### config.mk
export PLATFORM = sky130hd
export DESIGN_NAME = thread_scoreboard
export DESIGN_NICKNAME = d
export VERILOG_FILES = /design/src/rtl/thread_scoreboard.sv
export SDC_FILE = /design/constraint.sdc
export NUM_CORES = 1
export LEC_CHECK = 0
export CAP_MARGIN = 20
export CORE_UTILIZATION = 54
export DETAILED_ROUTE_END_ITERATION = 12
export DONT_BUFFER_PORTS = 1
export GPL_ROUTABILITY_DRIVEN = 0
export HOLD_SLACK_MARGIN = 0.06
export PLACE_DENSITY = 0.69
export SLEW_MARGIN = 0
export SYNTH_ARGS = -nofsm -noshare
export SYNTH_HDL_FRONTEND = slang
export SYNTH_SLANG_ARGS = --single-unit
### constraint.sdc
create_clock -name clk -period 4.1 [get_ports clk]
set_input_delay 0.615 -clock clk [delete_from_list [all_inputs] [get_ports clk]]
set_output_delay 0.615 -clock clk [all_outputs]
set_load 0.02 [all_outputs]
### src/rtl/thread_scoreboard.sv
// thread_scoreboard
// Per-thread busy tracking for 4 warps x 8 threads. Each thread has a
// countdown (fixed-latency ops) and a sticky flag (variable-latency ops that
// are released by writeback). An issue is accepted only when none of its
// threads are busy.
// Optional feature: define THREAD_SCOREBOARD_PERF_EN to add a saturating
// 16-bit reject_count output.
// NUM_THREADS must be 32 (4 warps of 8 threads).
module thread_scoreboard #(
  parameter int NUM_THREADS = 32,
  parameter int LAT_W       = 4
) (
  input  logic                   clk,
  input  logic                   rst_n,
  input  logic                   issue_valid,
  input  logic [1:0]             issue_warp,
  input  logic [7:0]             issue_mask,
  input  logic [LAT_W-1:0]       issue_lat,
  output logic                   issue_accept,
  input  logic                   wb_valid,
  input  logic [1:0]             wb_warp,
  input  logic [7:0]             wb_mask,
  output logic [NUM_THREADS-1:0] busy_threads,
  output logic                   sb_idle
`ifdef THREAD_SCOREBOARD_PERF_EN
  ,
  output logic [15:0]            reject_count
`endif
);

  logic [LAT_W-1:0]       r_cnt [NUM_THREADS];
  logic [NUM_THREADS-1:0] r_sticky;

  logic [NUM_THREADS-1:0] w_busy;
  logic [NUM_THREADS-1:0] w_issue_full;
  logic [NUM_THREADS-1:0] w_issue_vec;
  logic [NUM_THREADS-1:0] w_wb_vec;
  logic                   w_conflict;

  // Spread an 8-bit warp mask into the full thread vector; warp 0 sits in
  // the most significant byte.
  function automatic logic [NUM_THREADS-1:0] place(input logic [1:0] warp,
                                                   input logic [7:0] mask);
    logic [NUM_THREADS-1:0] v;
    int                     base;
    v    = '0;
    base = NUM_THREADS - 8 - 8 * int'(warp);
    v[base +: 8] = mask;
    return v;
  endfunction

  // Busy view of the registered per-thread state.
  always_comb begin
    w_busy = '0;
    for (int i = 0; i < NUM_THREADS; i++) begin
      w_busy[i] = (r_cnt[i] != '0) || r_sticky[i];
    end
  end

  // Accept decision against registered state only; writebacks and expiries
  // in the same cycle do not make room for this issue.
  always_comb begin
    w_issue_full = place(issue_warp, issue_mask);
    w_conflict   = |(w_issue_full & w_busy);
    issue_accept = rst_n && issue_valid && !w_conflict;
    w_issue_vec  = issue_accept ? w_issue_full : '0;
    w_wb_vec     = wb_valid ? place(wb_warp, wb_mask) : '0;
  end

  assign busy_threads = w_busy;
  assign sb_idle      = ~|w_busy;

  // Per-thread update: accepted issue wins over writeback, writeback clears,
  // otherwise a running countdown steps toward zero.
  always_ff @(posedge clk or negedge rst_n) begin
    if (!rst_n) begin
      for (int i = 0; i < NUM_THREADS; i++) begin
        r_cnt[i] <= '0;
      end
      r_sticky <= '0;
    end else begin
      for (int i = 0; i < NUM_THREADS; i++) begin
        if (w_issue_vec[i]) begin
          if (issue_lat != '0) begin
            r_cnt[i]    <= issue_lat;
            r_sticky[i] <= 1'b0;
          end else begin
            r_cnt[i]    <= '0;
            r_sticky[i] <= 1'b1;
          end
        end else if (w_wb_vec[i]) begin
          r_cnt[i]    <= '0;
          r_sticky[i] <= 1'b0;
        end else if (r_cnt[i] != '0) begin
          r_cnt[i] <= r_cnt[i] - LAT_W'(1);
        end
      end
    end
  end

`ifdef THREAD_SCOREBOARD_PERF_EN
  logic [15:0] r_reject_cnt;
  logic        w_reject;

  assign w_reject     = issue_valid && !issue_accept;
  assign reject_count = r_reject_cnt;

  // Count rejected issue cycles, holding at all-ones.
  always_ff @(posedge clk or negedge rst_n) begin
    if (!rst_n) begin
      r_reject_cnt <= '0;
    end else if (w_reject && (r_reject_cnt != 16'hFFFF)) begin
      r_reject_cnt <= r_reject_cnt + 16'd1;
    end
  end
`endif

endmodule

==> summary.txt, run 1 <==
Clock network
  • Worst-path clk slew: 0.06 ns
  • Worst skew pair latency: 0.43 ns
  • Max clock buf depth: 2
  • CTS root buf: clkbuf_16
  • PostCTS Resize Cnt: 0
  • CTS tree: yes
  • Sink Count: 160
  • Setup Fix Bufs, Post-CTS: 0
  • CTS Buf Count: 17
  • H-tree depth: 4

Timing
  • Max frequency: 256 MHz
  • Worst setup margin: 0.194 ns
  • Slew margin rel.: 0.468
  • Tcrit/Tclk final: 0.953
  • Setup TNS: 0 ns
  • Final Hold Vio Count: 160
  • Post-Route Skew: 0.00737 ns
  • Worst Max-Slew Pin Slew: 0.797 ns
  • Fin. max-slew vios: 0
  • RSZ-0062 raised after global routing: false
  • Min Tclk post-route: 3.91 ns
  • Final setup violation count: 0
  • Hold Slack: -0.125 ns

Synth
  • Number of synthesized flops with an enable pin: 0
  • Synth Warn #: 0
  • Register area share after synthesis: 0.381
  • Synth Flop Type: dfrtp_1
  • Unique masters post-synth: 51
  • Synthesized Nets: 1256
  • Mux cell area share after synthesis: 0.0686
  • Ys async rst share: 1.00
  • Syn_area_per_cell: 9.11 um2
  • Post-Syn Instances: 1154
  • Adder-Cell Fraction of Synth Area: 0.0881
  • Post-synthesis register bit count: 160
  • Post-synthesis simple-gate area fraction: 0.239
  • Main combinational cell family by area after synthesis: simple AND/OR/NAND/NOR gates
  • Synth Area in Compound Gates: 0.145
  • Post-synthesis xor/xnor area fraction: 0.0283
  • Synth Cell Area: 10500 um2

Flow run
  • Max-cap viol count: 0

Pwr
  • Sw Pwr: 3.07 mW
  • Leakage: 5.05 nW
  • Max rail drop VDD: 0.000341 V
  • Clock share of power: 0.193
  • Internal power: 5.27 mW
  • Switching Share: 0.368
  • Flop pwr share: 0.338
  • Logic pwr share: 0.468
  • PD cells: 732 nW/um2

Floorplan
  • Total core area: 18900 um2
  • Die width: 142 um
  • Core Rows: 50
  • Die H: 142 um
  • DIE AREA: 20000 um2
  • Initial core utilization: 0.556
  • IO Count: 62

Global routing
  • Initial antenna violation count: 1
  • Vias in the first global route: 8400
  • First-pass GRT wire length: 44.6 mm
  • Global route overflow: 0
  • Largest net degree at the start of global routing: 162
  • Total GRT Usage: 0.295

Routing
  • Vias: 8634
  • Via/cell ratio: 6.08
  • Wire per inst: 19.9 um
  • DRT Pass-1 Iters: 5
  • Detailed Route WL: 28.3 mm
  • Post-route ant nets: 0
  • Drt drc: 0
  • Initial DRC count: 761

Place
  • Number of port buffers: 0
  • Post-Place Worst Slack: 0.697 ns
  • Detailed Place HPWL: 20.0 mm

Final layout
  • Most frequent cells in the layout: 160 x dfrtp_1, 139 x o21ai_0, 120 x nand2_1, 74 x ha_1, 73 x inv_1
  • Nets: 1248
  • Most common cell after layout, fill and taps aside: dfrtp_1
  • Fillers: 1708
  • Layout cells sized above 1: 0.141
  • Area growth syn-to-layout: 8.38%

Worst setup path
  • CP Data Required Time: 3.48 ns
  • Endpoint class of the critical path: output pin
  • Reg2reg start: r_cnt[40]$_DFFE_PN0P_
  • Crit path max fanout: 3
  • Worst R2R End: r_cnt[24]$_DFFE_PN0P_
  • Worst reg2reg path depth: 9
  • Reg2Reg Setup Slack: 0.73 ns
  • Startpoint types: flip-flop
  • CP arrival: 3.29 ns
  • Type of the worst setup path: reg -> out

Hold path
  • Hold crit path type: in -> async

Outcome
  • Violated checks: negative hold slack
  • Status: complete, but fails checks
## worst max-delay path by stage
stage	from	slack, ns	to	cells past startpoint
2_1_floorplan	r_cnt[76]$_DFFE_PN0P_	0.72	issue_accept	8
3_3_place_gp	r_cnt[76]$_DFFE_PN0P_	0.76	issue_accept	8
3_5_place_dp	r_cnt[40]$_DFFE_PN0P_	0.70	issue_accept	8
4_1_cts	r_cnt[40]$_DFFE_PN0P_	0.22	issue_accept	8
5_1_grt	r_cnt[40]$_DFFE_PN0P_	0.02	sb_idle	7
6_report	r_cnt[40]$_DFFE_PN0P_	0.19	sb_idle	7
## area by class of cell
cell class | instances | area (um2) | share of cell area
multi-input cells | 871 | 6020 | 0.529
flip-flops and latches | 160 | 4000 | 0.351
clock buffers | 21 | 450 | 0.0395
well taps | 260 | 325 | 0.0286
inverters | 73 | 274 | 0.0241
repair buffers | 23 | 173 | 0.0152
clock inverters | 11 | 139 | 0.0122
diodes | 1 | 2.50 | 0.000220
## logic make-up after synthesis
group / Yosys count
adders and majority gates: 74
buffers and inverters: 123
DFF: 160
and+or+nand+nor: 447
muxes: 64
xor gates and xnor gates: 34
AOI/OAI and AO/OA: 252
## registers in the layout (all words and copies together), names as in the netlist
register and count:
r_cnt 128, r_sticky 32
## synth_stat cells (all sizes together) (2+ instances only)
library cell  instances  area (um2)
clkbuf               25         103
nor2                 42         158
a22oi                 4        30.0
nor4                  6        52.6
nor2b                61         382
xnor2                32         280
inv                  73         274
nand2               120         450
nor3                 34         170
mux2                 64         721
buf                  25         154
a21oi                32         160
or3b                 13         114
ha                   74         926
a221oi               32         280
or3                  31         194
o21ai               139         696
dfrtp               160        4000
nand2b               20         125
or2                  13        81.3
nor3b                32         240
nand3                18        90.1
o211ai                2        15.0
nand3b                4        30.0
nand4                26         163
a21o                 31         234
a22o                  6        53.8
a41oi                 2        17.5
nor4b                 2        17.5
xor2                  2        17.5
or4b                 19         190
## power by group through the flow
stage / logic (mW) / clock network (mW) / registers, mW
6_report: 3.91 / 1.61 / 2.82
5_1_grt: 4.41 / 1.70 / 2.91
4_1_cts: 3.91 / 1.64 / 2.81
3_5_place_dp: 3.88 / 0 / 2.83
3_3_place_gp: 3.76 / 0 / 2.81
2_1_floorplan: 3.28 / 0 / 2.69
## through the flow
step	hold slack (ns)	instances	cell area, um2	util	power (mW)
5_1_grt	-0.136	1420	11400	0.603	9.02
6_report	-0.125	1420	11400	0.603	8.34
2_1_floorplan	0.319	1154	10500	-	5.97
3_5_place_dp	0.325	1387	10800	0.572	6.71
3_3_place_gp	0.326	1387	10800	0.572	6.57
4_1_cts	-0.139	1419	11400	0.603	8.35
## critical path, cell delays in order, from the launching register on
cell      delay (ns)
dfrtp_1         0.40
inv_1           0.10
ha_1            0.20
or4b_2          0.77
nor4_1          0.48
nand3b_1        0.13
nor4_1          0.54
buf_4           0.25
## per-layer routing
| layer | track usage | part of all wire | up-vias |
|---|---|---|---|
| met3 | 0.0871 | 0.091 | 74 |
| met1 | 0.367 | 0.41 | 4187 |
| met5 | 0 | 0 | - |
| li1 | - | - | 4067 |
| met2 | 0.471 | 0.46 | 306 |
| met4 | 0.143 | 0.038 | 0 |
No activity file was read; power rests on OpenSTA's default activity.
==> inputs of run 2 (changes only) <==
CORE_MARGIN = 1   (was unset)
clock period = 4.8 ns   (was 4.1 ns; I/O delays follow)
==> run 2 against run 1 <==
The run now ends clean. Global-route usage is 0.41 points higher. Clock power decreased by 14%. Register-to-register slack better by 0.15 ns. Non-clock buffer count is 5 lower. Hold slack better by 0.40 ns. Sequential cell count did not move. Final area is 0.18% lower. Cell count decreased by 0.42%. Critical path type unchanged. Largest cell class unchanged. Largest power group unchanged.
==> summary.txt, run 2 (synthesized netlist as in run 1, its figures left out) <==
Global routing
  • Total GRT Usage: 0.299
  • Global route overflow: 0
  • First-pass GRT wire length: 45.4 mm
  • Largest net degree at the start of global routing: 161
  • Vias in the first global route: 8347
  • Initial antenna violation count: 0

Routing
  • Initial DRC count: 625
  • Drt drc: 0
  • Via/cell ratio: 5.98
  • Detailed Route WL: 28.3 mm
  • DRT Pass-1 Iters: 5
  • Post-route ant nets: 0
  • Wire per inst: 20.0 um
  • Vias: 8462

Pwr
  • PD cells: 627 nW/um2
  • Leakage: 5.04 nW
  • Max rail drop VDD: 0.000273 V

Timing
  • Final Hold Vio Count: 0
  • Tcrit/Tclk final: 0.877
  • RSZ-0062 raised after global routing: false
  • Slew margin rel.: 0.195
  • Final setup violation count: 0
  • Max frequency: 237 MHz
  • Worst Max-Slew Pin Slew: 1.20 ns
  • Fin. max-slew vios: 0
  • Min Tclk post-route: 4.21 ns
  • Hold Slack: 0.274 ns
  • Post-Route Skew: 0.00806 ns
  • Setup TNS: 0 ns

Floorplan
  • Die width: 142 um
  • Total core area: 18900 um2
  • Die H: 142 um
  • DIE AREA: 20000 um2
  • Core Rows: 50
  • IO Count: 62
  • Initial core utilization: 0.556

Clock network
  • PostCTS Resize Cnt: 0
  • CTS Buf Count: 17
  • Sink Count: 160
  • CTS tree: yes
  • Worst skew pair latency: 0.44 ns
  • Worst-path clk slew: 0.07 ns
  • H-tree depth: 4
  • Max clock buf depth: 2
  • CTS root buf: clkbuf_16

Worst setup path
  • CP max stage cell: or4b_1
  • CP arrival: 3.49 ns
  • Largest delay share family, worst path: compound AO/OA/AOI/OAI gates
  • CP Buf/Inv Count: 1
  • Endpoint class of the critical path: output pin
  • Startpoint types: flip-flop
  • Type of the worst setup path: reg -> out
  • Sequence of cells on the critical path: inv_1 -> ha_1 -> or4b_1 -> a222oi_1 -> a41oi_1 -> a2111oi_4 -> and2_1
  • Worst R2R End: r_cnt[95]$_DFFE_PN0P_
  • Crit path from: r_cnt[60]$_DFFE_PN0P_
  • Crit path max fanout: 11
  • Worst reg2reg path depth: 10
  • CP Data Required Time: 4.08 ns
  • Reg2Reg Setup Slack: 0.88 ns
  • Critical Path Max Stage Delay: 0.68 ns
  • Reg2reg start: r_cnt[60]$_DFFE_PN0P_

Final layout
  • Fillers: 1679
  • Max reg flops: 128
  • Most common cell after layout, fill and taps aside: dfrtp_1
  • Area growth syn-to-layout: 8.19%
  • Most frequent cells in the layout: 160 x dfrtp_1, 139 x o21ai_0, 120 x nand2_1, 74 x ha_1, 73 x inv_1
  • Largest regs: r_cnt (128), r_sticky (32)
  • Layout cells sized above 1: 0.137
  • Reg with most FFs: r_cnt
  • Nets: 1243

Place
  • Number of port buffers: 0
  • Detailed Place HPWL: 19.7 mm

Hold path
  • Hold crit path type: in -> async

Outcome
  • Status: complete, no violations

Flow run
  • Max-cap viol count: 0
-- run 2: cell types whose count changed in the layout (fill, tap and decap cells not counted) --
cell        delta
buf_4          -6
clkinv_4       +1
clkinvlp_4     -1
buf_16         +1
clkbuf_1       -1
-- run 2: metal layers --
| metal | vias up | share of wire | GRT usage |
|---|---|---|---|
| li1 | 4051 | - | - |
| met3 | 47 | 0.081 | 0.0800 |
| met4 | 0 | 0.026 | 0.117 |
| met1 | 4108 | 0.42 | 0.380 |
| met2 | 256 | 0.47 | 0.487 |
| met5 | - | 0 | 0 |
-- run 2: cell type report --
cell class | instances | area (um2) | share of cell area
inverter | 73 | 274 | 0.0241
timing repair buffer | 18 | 155 | 0.0136
antenna | 1 | 2.50 | 0.000220
sequential | 160 | 4000 | 0.352
clock inverter | 11 | 140 | 0.0123
tap | 260 | 325 | 0.0286
multi-input combinational | 871 | 6020 | 0.530
clock buffer | 20 | 447 | 0.0393
-- run 2: worst max-delay path by stage --
stage                             to  slack (ns)  cells after the start
3_5_place_dp   r_cnt[86]$_DFFE_PN0P_        1.01                     10
6_report                issue_accept        0.59                      7
4_1_cts                 issue_accept        0.68                      7
3_3_place_gp   r_cnt[66]$_DFFE_PN0P_        1.12                     10
5_1_grt                 issue_accept        0.48                      7
2_1_floorplan           issue_accept        1.32                      8
-- run 2: worst register-to-register path: cells and delay by family, from the launching register on --
family / cells / cell delay, ns
AOI/OAI and AO/OA: 4 / 1.52
adders and majority gates: 1 / 0.18
buffers and inverters: 3 / 0.72
DFF: 1 / 0.40
and+or+nand+nor: 2 / 1.03
-- run 2: where the power goes --
part	total (mW)	internal, mW	switching, mW	leakage (nW)
sequential	2.41	1.93	0.471	1.98
combinational	3.35	1.73	1.62	2.77
clock	1.38	0.825	0.556	0.289
total	7.13	4.49	2.64	5.04
-- run 2: timing repair --
item	4_1_cts	5_1_grt
hold buffers	1	0
endpoints found under the hold margin	160	0
buffers inserted	0	0
-- run 2: stage by stage --
step / power, mW / instance area (um2) / util / setup slack (ns) / cells
2_1_floorplan: 5.10 / 10500 / - / 1.32 / 1154
3_3_place_gp: 5.61 / 10800 / 0.569 / 1.12 / 1381
3_5_place_dp: 5.72 / 10800 / 0.569 / 1.01 / 1381
4_1_cts: 7.15 / 11400 / 0.602 / 0.677 / 1413
5_1_grt: 7.73 / 11400 / 0.602 / 0.480 / 1413
6_report: 7.13 / 11400 / 0.602 / 0.589 / 1414
